## config.mk

```make
export PLATFORM = sky130hd
export DESIGN_NAME = display_capture
export DESIGN_NICKNAME = d
export VERILOG_FILES = /design/src/rtl/display_capture.sv
export SDC_FILE = /design/constraint.sdc
export NUM_CORES = 1
export LEC_CHECK = 0
export CORE_ASPECT_RATIO = 1.75
export CORE_UTILIZATION = 51
export DETAILED_ROUTE_END_ITERATION = 8
export HOLD_SLACK_MARGIN = 0.06
export PLACE_DENSITY = 0.74
export SETUP_SLACK_MARGIN = 0.5
export SYNTH_ARGS = -nofsm -noshare
export SYNTH_HDL_FRONTEND = slang
export SYNTH_SLANG_ARGS = --single-unit
```

## constraint.sdc

```tcl
create_clock -name clk0 -period 2.7 [get_ports clk0]
set_input_delay 0.27 -clock clk0 [delete_from_list [all_inputs] [get_ports clk0]]
set_output_delay 0.27 -clock clk0 [all_outputs]
set_load 0.005 [all_outputs]
```

## src/rtl/display_capture.sv

```systemverilog
// Captures a multiplexed 4-digit display bus into a 16-bit word.
// A digit counts once it has been seen on two consecutive samples; digits assemble in order 0..3.
module display_capture #(
  parameter int unsigned TIMEOUT = 16
) (
  input  logic        clk0,
  input  logic        rst,
  input  logic        ena,
  input  logic [3:0]  sel_in,
  input  logic [3:0]  dig_in,
  output logic [15:0] word,
  output logic        valid,
  output logic        err,
  output logic        blank
);

  typedef enum logic [1:0] {Exp0, Exp1, Exp2, Exp3} state_e;

  localparam logic [7:0] TimeoutCnt = 8'(TIMEOUT);

  state_e      state_q;
  logic [3:0]  sel_q, sel_p, dig_q, dig_p;
  logic        run_acc_q;
  logic [11:0] shadow_q;
  logic [7:0]  cnt_q, cnt_d;

  logic        legal_q, illegal_q, illegal_p, same, accept, timeout_d;
  logic [1:0]  idx_q;

  function automatic logic sel_illegal(input logic [3:0] s);
    return (s != 4'hF) && !$onehot(~s);
  endfunction

  always_comb begin
    legal_q = 1'b1;
    idx_q   = 2'd0;
    case (sel_q)
      4'b1110: idx_q = 2'd0;
      4'b1101: idx_q = 2'd1;
      4'b1011: idx_q = 2'd2;
      4'b0111: idx_q = 2'd3;
      default: legal_q = 1'b0;
    endcase
  end

  assign illegal_q = sel_illegal(sel_q);
  assign illegal_p = sel_illegal(sel_p);
  assign same      = (sel_q == sel_p) && (dig_q == dig_p);
  // run_acc_q marks that the run ending in the p sample has already produced its accept.
  assign accept    = legal_q && same && !run_acc_q;

  always_comb begin
    cnt_d = 8'd0;
    if (sel_in == 4'hF) begin
      cnt_d = (cnt_q >= TimeoutCnt) ? cnt_q : cnt_q + 8'd1;
    end
  end

  assign timeout_d = (cnt_d == TimeoutCnt);

  always_ff @(posedge clk0 or posedge rst) begin
    if (rst) begin
      sel_q     <= 4'hF;
      sel_p     <= 4'hF;
      dig_q     <= 4'h0;
      dig_p     <= 4'h0;
      run_acc_q <= 1'b0;
      shadow_q  <= 12'h000;
      word      <= 16'h0000;
      cnt_q     <= 8'd0;
      state_q   <= Exp0;
      valid     <= 1'b0;
      err       <= 1'b0;
      blank     <= 1'b0;
    end else if (!ena) begin
      valid <= 1'b0;
      err   <= 1'b0;
    end else begin
      valid     <= 1'b0;
      err       <= 1'b0;
      sel_q     <= sel_in;
      dig_q     <= dig_in;
      sel_p     <= sel_q;
      dig_p     <= dig_q;
      run_acc_q <= accept | (run_acc_q & same);
      cnt_q     <= cnt_d;
      blank     <= timeout_d;

      if (illegal_q) begin
        // Only the first sample of an illegal run is reported.
        state_q <= Exp0;
        err     <= !illegal_p;
      end else if (timeout_d) begin
        state_q <= Exp0;
      end else if (accept) begin
        if (state_e'(idx_q) == state_q) begin
          if (idx_q == 2'd3) begin
            word    <= {dig_q, shadow_q};
            valid   <= 1'b1;
            state_q <= Exp0;
          end else begin
            shadow_q[{idx_q, 2'b00} +: 4] <= dig_q;
            state_q <= state_e'(idx_q + 2'd1);
          end
        end else begin
          err <= 1'b1;
          if (idx_q == 2'd0) begin
            shadow_q[3:0] <= dig_q;
            state_q       <= Exp1;
          end else begin
            state_q <= Exp0;
          end
        end
      end
    end
  end

endmodule
```

==> results of run 1 <==
Yosys cell counts, types with 2 or more instances:
| library cell | number |
|---|---|
| dfrtp_1 | 50 |
| inv_1 | 26 |
| mux2_2 | 23 |
| nand2_1 | 19 |
| ha_1 | 15 |
| o21ai_0 | 13 |
| xor2_1 | 10 |
| mux2_4 | 9 |
| mux2i_1 | 9 |
| dfstp_2 | 8 |
| nor2_1 | 8 |
| a21oi_1 | 7 |
| nor2b_1 | 6 |
| and2_1 | 4 |
| buf_2 | 4 |
| nand4_1 | 4 |
| clkbuf_1 | 3 |
| nand3_1 | 3 |
| nor4_2 | 3 |
| a22o_1 | 2 |
| and3_1 | 2 |
| fa_1 | 2 |
| nor3_1 | 2 |
| nor3b_1 | 2 |
| nor4_1 | 2 |
| o31ai_1 | 2 |
cell families (layout without fill, tap and decap cells):
| logic type | Yosys count | count (layout) | share of synthesized area (%) |
|---|---|---|---|
| buffers and inverters | 35 | 98 | 4.77 |
| flip-flops | 58 | 58 | 47.2 |
| AND/OR/NAND/NOR | 64 | 64 | 12.5 |
| multiplexers | 41 | 41 | 15.7 |
| adder cells (fa/ha/maj) | 17 | 17 | 7.36 |
| XOR/XNOR | 11 | 11 | 3.11 |
| AO/OA/AOI/OAI | 38 | 38 | 9.30 |
path summary, 6_finish.rpt:
kind,start,endpoint,slack [ns],cells after the start
worst min-delay path,rst,dig_p[2]$_DFFE_PP0P_,0.29,2
worst min register to register,shadow_q[5]$_DFFE_PP0P_,word[5]$_DFFE_PP0P_,0.51,1
worst max register to register,sel_q[1]$_DFFE_PP1P_,word[2]$_DFFE_PP0P_,0.06,10
max in group asynchronous,rst,state_q[1]$_DFFE_PP0P_,1.85,3
worst max-delay path,sel_q[1]$_DFFE_PP1P_,word[2]$_DFFE_PP0P_,0.06,10
min in group clk0,shadow_q[5]$_DFFE_PP0P_,word[5]$_DFFE_PP0P_,0.51,1
power by group through the flow:
| stage | Clock [mW] | Sequential, mW | Combinational, mW |
|---|---|---|---|
| after global placement | 0 | 0.966 | 0.332 |
| after global routing | 1.06 | 0.954 | 0.462 |
| after floorplan | 0 | 0.961 | 0.231 |
| after detailed placement | 0 | 0.967 | 0.344 |
| final | 1.00 | 0.949 | 0.424 |
| after CTS | 1.02 | 0.949 | 0.401 |
cell type report:
| cell class | count | area (sq um) | area share [%] |
|---|---|---|---|
| Multi-Input combinational cell | 171 | 1620 | 39.8 |
| Sequential cell | 58 | 1460 | 35.8 |
| Timing Repair Buffer | 56 | 549 | 13.5 |
| Clock buffer | 11 | 151 | 3.71 |
| Clock inverter | 5 | 100 | 2.45 |
| Inverter | 26 | 97.6 | 2.39 |
| Tap cell | 78 | 97.6 | 2.39 |
sequential cells by signal, indices dropped and copies added (netlist names):
| name | flops |
|---|---|
| word | 16 |
| err | 1 |
| shadow_q | 12 |
| cnt_q | 8 |
| dig_q | 4 |
| blank | 1 |
| state_q | 2 |
| run_acc_q | 1 |
| sel_p | 4 |
| valid | 1 |
| dig_p | 4 |
| sel_q | 4 |
critical path, stage by stage, from the launching register on:
cell       delay [ns]
dfstp_2          0.55
buf_4            0.15
ha_4             0.13
nor2_2           0.05
o41ai_4          0.42
nand4_2          0.19
a2111oi_4        0.34
buf_4            0.18
nand2_4          0.08
buf_12           0.15
mux2_4           0.29
per-stage QoR:
stage / TNS [ns] / util [%] / cells / hold slack [ns]
3_3_place_gp: 0 / 61.4 / 377 / 0.487
2_1_floorplan: 0 / - / 264 / 0.384
5_1_grt: -0.453 / 69.4 / 405 / 0.339
4_1_cts: 0 / 68.3 / 403 / 0.301
3_5_place_dp: -0.817 / 61.4 / 377 / 0.491
6_report: 0 / 69.4 / 405 / 0.290
cells in the final DEF, fill, tap and decap left out, types with 3 or more instances in the layout:
cell             count
and2_1               4
ha_1                10
nand2_1             18
dfstp_2              8
buf_4               21
inv_1               23
clkdlybuf4s50_1     29
ha_4                 3
nor2b_1              6
inv_2                3
nand4_1              4
nand3_1              3
mux2_4              13
a21oi_1              6
clkbuf_8            11
bufinv_16            3
mux2i_1              9
dfrtp_1             50
mux2_2              19
o21ai_0             13
nor2_1               7
buf_6                3
xor2_1              10
repair_timing:
item,4_1_cts,5_1_grt
buffers inserted,9,2
endpoints found under the setup margin,32,32
resized for setup,14,8
cloned,1,0
pin swaps,10,5
layer usage:
layer / wire length, um / track usage, % / vias to the layer above
met1: 2360 / 23.6 / 1055
met3: 158 / 5.20 / 20
met2: 3690 / 39.2 / 40
met5: 0 / 0 / -
met4: 221 / 13.5 / 0
li1: - / - / 1032
==> results.cfg, run 1 <==
[power]
swShare_pct = 25.1
combPwrFrac_pct = 17.8
p_seq_share_pct = 40.0
p_int_mw = 1.78
total_power_mw = 2.37
p_leak_nw = 1.90
powerDensity_nw_per_um2 = 582
power_switching_mw = 0.596
p_clk_share_pct = 42.2
vdd_drop_max_mv = 0.351

[die]
core-area_sq_um = 5880
dieArea_sq_um = 6390
die_y_um = 105
start_util_pct = 52.6
io-pin-count = 30
num_rows = 37
die_w_um = 60.9

[clocking]
cts_sinks = 58
clockBufferDepth = 2
tritoncts = built
clock_latency_ns = 0.34
cts_inserted_buffers = 9
h-tree-depth = 3
cts-root-buf = clkbuf_8
cts.clk_slew.worst_paths_ns = 0.06
hold_buffers = 0

[detailed_routing]
drc = 0
wl_per_cell_um = 15.9
firstDrtPassIters = 4
drt_iter0_drc = 117
routed_wirelength_um = 6430
via_per_inst = 5.30
ant_nets = 0
via_count = 2147

[yosys]
syn_nets = 292
ys.flop_type = dfrtp_1
synth_top_area_share_pct = 40.5
synthCells = 264
async_reset_ff_share_pct = 100
syn_avg_cell_area_sq_um = 11.7
ys_seq_area_share_pct = 47.2
yosysUniqueCellTypes = 52
yosys-top-cells-area = dfrtp_1 40%, mux2_2 8.4%, dfstp_2 6.8%
synth_warnings = 0
ys_ff_latch = 58
synth_edf_count = 0
syn_area_sq_um = 3090
synth_largest_area_cell = dfrtp_1

[global_route]
grt_pass1_wl_um = 10400
overflow = 0
antenna_found_initial = 0
gr-usage-all-layers_pct = 22.7
grt_start_max_net_pins = 36
grt_pass1_vias = 2197

[flow_run]
maxCapViolCount = 0

[placed_design]
post-place-ws_ns = -0.0617
dp_hpwl_um = 4380
place_area_sq_um = 3610
port_buffers = 29
gp_congestion = 0.877

[layout]
antennaDiodeCount = 0
fillers = 439
fin_area_sq_um = 4080
drive_above_1_share_pct = 34.3
syn_to_final_growth_pct = 31.9
final_nets = 350

[timing]
fmax_ghz = 0.378
maxSlewViolCount = 0
grt_setup_unrepaired = yes
skew_ns = 0.00487
setup_viol = 0
worst_pin_slew_ns = 0.622
fin_ws_ns = 0.0575
hold_viol_final = 0
period_share_pct = 97.9
relSlewSlack_pct = 58.2
fin_crit_ns = 2.64

[outcome]
status = completed

[worst_setup_path]
cp-start-kind = flop
cp.arrival_ns = 2.87
critical_path_class = reg -> reg
end_kind = flop
required_ns = 2.93
worst-path-max-fanout = 7

[hold_path]
min_path_type = in -> async
Power figures use the tool's default switching activity.
==> run 2: changes to the inputs <==
--- a/config.mk
+++ b/config.mk
@@ -5,6 +5,7 @@
 export SDC_FILE = /design/constraint.sdc
 export NUM_CORES = 1
 export LEC_CHECK = 0
+export CAP_MARGIN = 40
 export CORE_ASPECT_RATIO = 1.75
 export CORE_UTILIZATION = 51
 export DETAILED_ROUTE_END_ITERATION = 8
==> results of run 2 <==
Final layout, timing and power as in run 1 (identical DEF).
==> run 3: changes to the inputs <==
--- a/config.mk
+++ b/config.mk
@@ -10,6 +10,7 @@
 export CORE_UTILIZATION = 51
 export DETAILED_ROUTE_END_ITERATION = 8
 export HOLD_SLACK_MARGIN = 0.06
+export MAX_ROUTING_LAYER = met4
 export PLACE_DENSITY = 0.74
 export SETUP_SLACK_MARGIN = 0.5
 export SYNTH_ARGS = -nofsm -noshare
==> run 3 against run 2 <==
  * Sequential power about the same
  * Count of clock-buffer cells in the layout unchanged
  * Hold slack got worse by 0.0018 ns
  * Sequential cell count unchanged
  * Cell area unchanged
==> results.cfg, run 3 (synthesis results as in run 1) <==
[clocking]
clock_latency_ns = 0.35
cts-root-buf = clkbuf_8
cts_inserted_buffers = 9
clockBufferDepth = 2
hold_buffers = 0
h-tree-depth = 3
cts_sinks = 58
tritoncts = built
cts.clk_slew.worst_paths_ns = 0.06

[detailed_routing]
routed_wirelength_um = 6450
drc = 0
drt_iter0_drc = 121
via_count = 2142
wl_per_cell_um = 15.9
ant_nets = 0
firstDrtPassIters = 4
via_per_inst = 5.29

[placed_design]
place_area_sq_um = 3610
dp.cells = 377
post-place-ws_ns = -0.0617
port_buffers = 29
gp_congestion = 0.892
dp_hpwl_um = 4380

[worst_setup_path]
cp.arrival_ns = 2.87
end_kind = flop
r2r-end = word[2]$_DFFE_PP0P_
critical_path_class = reg -> reg
cp-start-kind = flop
reg2reg_from = sel_q[1]$_DFFE_PP1P_
rr_worst_depth = 10
required_ns = 2.93
worst-path-max-fanout = 7
reg2reg_slack_ns = 0.06
crit_start = sel_q[1]$_DFFE_PP1P_

[global_route]
overflow = 0
grt-busiest-layer = met2
grt_start_max_net_pins = 36
grt_pass1_vias = 2190
antenna_found_initial = 0
grt.met2_usage_pct = 39.3
gr-usage-all-layers_pct = 23.4
grt_pass1_wl_um = 10500
met3_usage_pct = 5.57
grtUsageMet1_pct = 23.6

[layout]
antennaDiodeCount = 0
top_register = word
final_cells = 405
mostFrequentLayoutCell = dfrtp_1
layout_common_cells = 50 x dfrtp_1, 29 x clkdlybuf4s50_1, 23 x inv_1
syn_to_final_growth_pct = 31.9
fin_area_sq_um = 4080
largest_reg_flops = 16
final_nets = 350
drive_above_1_share_pct = 34.3
top_regs = word (16), shadow_q (12), cnt_q (8)

[die]
num_rows = 37
io-pin-count = 30
core-area_sq_um = 5880
start_util_pct = 52.6
die_y_um = 105
dieArea_sq_um = 6390
die_w_um = 60.9

[timing]
maxSlewViolCount = 0
hold_viol_final = 0
fmax_ghz = 0.379
worst_pin_slew_ns = 0.629
setup_viol = 0
grt_setup_unrepaired = yes
skew_ns = 0.00543
fin_crit_ns = 2.64
fin_ws_ns = 0.0582
relSlewSlack_pct = 57.7
period_share_pct = 97.8

[outcome]
status = completed

[hold_path]
min_path_type = in -> async

[power]
p_leak_nw = 1.90
vdd_drop_max_mv = 0.351
powerDensity_nw_per_um2 = 582

[flow_run]
maxCapViolCount = 0
[run 3: cell counts in the layout (fill, tap and decap cells not counted)]
No cell type changed its count.
[run 3: routing by layer]
layer	share of wire (%)	vias up	wire length, um
met5	0	-	0
met4	3.2	0	209
met2	57	38	3680
met1	37	1054	2400
met3	2.5	19	161
li1	-	1031	-
[run 3: worst max-delay path by stage]
| stage | endpoint | slack, ns | cells past startpoint |
|---|---|---|---|
| 2_1_floorplan | word[0]$_DFFE_PP0P_ | 0.1 | 8 |
| 3_3_place_gp | word[1]$_DFFE_PP0P_ | 0.005 | 9 |
| 3_5_place_dp | word[2]$_DFFE_PP0P_ | -0.06 | 9 |
| 4_1_cts | word[2]$_DFFE_PP0P_ | 0.008 | 11 |
| 5_1_grt | shadow_q[0]$_DFFE_PP0P_ | -0.04 | 11 |
| 6_report | word[2]$_DFFE_PP0P_ | 0.06 | 10 |
[run 3: layout make-up]
| cell class | count | area (sq um) |
|---|---|---|
| Clock buffer | 11 | 151 |
| Clock inverter | 5 | 100 |
| Fill cell | 439 | 1800 |
| Inverter | 26 | 97.6 |
| Multi-Input combinational cell | 171 | 1620 |
| Sequential cell | 58 | 1460 |
| Tap cell | 78 | 97.6 |
| Timing Repair Buffer | 56 | 549 |
[run 3: timing repair]
item	CTS	global route
pin swaps	10	5
buffers inserted	9	2
endpoints found under the hold margin	0	0
setup endpoints to repair	32	32
resized for setup	14	8
cloned	1	0
[run 3: power breakdown]
group / switching (mW) / internal, mW / total, mW
Sequential: 0.0346 / 0.914 / 0.949
Combinational: 0.219 / 0.205 / 0.424
Clock: 0.344 / 0.660 / 1.00
[run 3: through the flow]
stage / power (mW) / utilization (%) / TNS (ns) / hold slack (ns)
floorplan: 1.19 / - / 0 / 0.384
finish: 2.38 / 69.4 / 0 / 0.288
CTS: 2.37 / 68.3 / 0 / 0.301
detailed placement: 1.31 / 61.4 / -0.817 / 0.491
global route: 2.47 / 69.4 / -0.449 / 0.337
global placement: 1.30 / 61.4 / 0 / 0.487
[run 3: worst max-delay path: stages, from the launching register on]
cell and delay [ns]:
dfstp_2 0.55, buf_4 0.15, ha_4 0.13, nor2_2 0.05, o41ai_4 0.42, nand4_2 0.19, a2111oi_4 0.34, buf_4 0.18
nand2_4 0.08, buf_12 0.15, mux2_4 0.29
==> variant (settings of run 3) <==
Make the reset (`rst`) synchronous in one clocked block.
--- a/src/rtl/display_capture.sv
+++ b/src/rtl/display_capture.sv
@@ -58,7 +58,7 @@
 
   assign timeout_d = (cnt_d == TimeoutCnt);
 
-  always_ff @(posedge clk0 or posedge rst) begin
+  always_ff @(posedge clk0) begin
     if (rst) begin
       sel_q     <= 4'hF;
       sel_p     <= 4'hF;
Behaviour: differs if rst is asserted again (counterexample within 4 cycles, from zero or initial values and one cycle with rst high); with rst held inactive, the same outputs for 4 cycles.
==> variant against run 3 <==
Combinational power down 23%. Global-route usage rose by 0.29 points. Cell area shrank 8.0%. Setup slack got worse by 2.5 ps. Sequential cell count stayed put. Synthesized area down 2.2%. Power is 18% lower. Wire length rose by 2.6%. Critical path type unchanged. Largest power group is now registers.
==> variant: results (changes against run 3) <==
| Metric | Value |
|---|---|
| Run status | `complete, no violations (unchanged)` |
| Reg2reg end | `word[13]$_SDFFE_PP0P_ (was word[2]$_DFFE_PP0P_)` |
| Seq/Total Area, Yosys | `0.384 (was 0.472)` |
| Synth unique cells | `56 (was 52)` |
| Peak supply drop | `0.363 mV (was 0.351 mV)` |
| Syn_area_per_cell | `9.60 sq um (was 11.7 sq um)` |
| DP HPWL | `4.91 mm (was 4.38 mm)` |
| Pin count of the biggest net entering global routing | `31 (was 36)` |
| RR Startpoint | `sel_q[0]$_SDFFE_PP1P_ (was sel_q[1]$_DFFE_PP1P_)` |
| Drt initial violations | `79 (was 121)` |
| Setup bufs post-CTS | `3 (was 9)` |
| Sw frac | `0.267 (was 0.251)` |
| CP peak stage delay | `530 ps (was 550 ps)` |
| Vias | `2408 (was 2142)` |
| Worst Skew | `8.74 ps (was 5.43 ps)` |
| Lkg Pwr | `1.58 nW (was 1.90 nW)` |
| Largest cells by area after synthesis | `dfxtp_1 (38%), mux2i_1 (13%), nand2_1 (6.5%), ha_1 (6.2%), nor2b_1 (2.7%) (was dfrtp_1 (40%), mux2_2 (8.4%), dfstp_2 (6.8%), ha_1 (6.1%), mux2_4 (4.4%))` |
| Global Route met3 Usage | `0.0560 (was 0.0557)` |
| Global-route wire length before repair | `10.7 mm (was 10.5 mm)` |
| Critical Path Fanout Max | `5 (was 7)` |
| Async SR Flop Fraction | `0 (was 1.00)` |
| Fillers | `481 (was 439)` |
| Total track usage | `0.237 (was 0.234)` |
| Post-Place Worst Slack | `49.6 ps (was -61.7 ps)` |
| GR Layer Usage met2 | `0.418 (was 0.393)` |
| Grt met1 use | `0.214 (was 0.236)` |
| Dpl cells | `428 (was 377)` |
| Most frequent cells after synthesis | `dfxtp_1 (58), nand2_1 (52), mux2i_1 (38) (was dfrtp_1 (50), inv_1 (26), mux2_2 (23))` |
| Number of gates resized after CTS | `5 (was 14)` |
| HP Class | `register to register (was primary input to asynchronous set/reset pin)` |
| Vias per cell | `5.40 (was 5.29)` |
| Share of cells above drive strength 1 | `0.176 (was 0.343)` |
| Wire per inst | `14.8 um (was 15.9 um)` |
-- variant: cell types whose count changed in the layout (fill, tap and decap cells not counted), moves of 5 or more --
| cell | change |
|---|---|
| inv_1 | -9 |
| nor2b_1 | +7 |
| mux2_4 | -9 |
| mux2i_1 | +29 |
| o21ai_0 | -8 |
| dfxtp_1 | +56 |
| mux2_2 | -19 |
| dfstp_2 | -8 |
| o211ai_1 | +5 |
| nand2_1 | +33 |
| nor2_1 | +7 |
| dfrtp_1 | -50 |
-- variant: worst max-delay path by stage --
stage | from | end | slack [ps] | cells after the start
global route | sel_q[0]$_SDFFE_PP1P_ | word[12]$_SDFFE_PP0P_ | -5 | 10
global placement | sel_q[0]$_SDFFE_PP1P_ | word[14]$_SDFFE_PP0P_ | 50 | 10
CTS | sel_q[0]$_SDFFE_PP1P_ | word[13]$_SDFFE_PP0P_ | 60 | 10
detailed placement | sel_q[0]$_SDFFE_PP1P_ | word[12]$_SDFFE_PP0P_ | 50 | 10
floorplan | sel_q[0]$_SDFFE_PP1P_ | word[12]$_SDFFE_PP0P_ | 100 | 10
finish | sel_q[0]$_SDFFE_PP1P_ | word[13]$_SDFFE_PP0P_ | 60 | 10
-- variant: power groups by stage --
stage | registers (W) | logic [W] | clock network (W)
2_1_floorplan | 0.000904 | 0.000195 | 0
3_3_place_gp | 0.000906 | 0.000288 | 0
3_5_place_dp | 0.000907 | 0.000295 | 0
4_1_cts | 0.000888 | 0.000318 | 0.000746
5_1_grt | 0.000890 | 0.000351 | 0.000782
6_report | 0.000888 | 0.000325 | 0.000731
-- variant: final cells by class --
cell class                      instances  share of cell area
Clock buffer                           13              0.0453
Clock inverter                          2             0.00267
Inverter                               15              0.0150
Multi-Input combinational cell        228               0.469
Sequential cell                        58               0.311
Tap cell                               76              0.0253
Timing Repair Buffer                   54               0.132
-- variant: routing by layer --
metal | routed length [um] | part of all wire | vias to the layer above
met2 | 3750 | 0.57 | 59
met4 | 282 | 0.043 | 0
met5 | 0 | 0 | -
met3 | 209 | 0.032 | 23
met1 | 2380 | 0.36 | 1126
li1 | - | - | 1200
-- variant: kinds of logic (layout without fill, tap and decap cells) --
family / Yosys count / in the layout / synth area share
xor+xnor: 10 / 10 / 0.0290
buf+inv: 29 / 84 / 0.0563
compound gates: 38 / 38 / 0.101
mux: 42 / 42 / 0.146
flops: 58 / 58 / 0.384
simple gates: 121 / 121 / 0.209
fa+ha+maj: 17 / 17 / 0.0753
-- variant: through the flow --
stage	utilization	area, sq um	hold WS, ps
2_1_floorplan	-	3050	398
3_3_place_gp	0.621	3490	445
3_5_place_dp	0.621	3490	452
5_1_grt	0.666	3750	479
4_1_cts	0.662	3730	460
6_report	0.666	3750	456
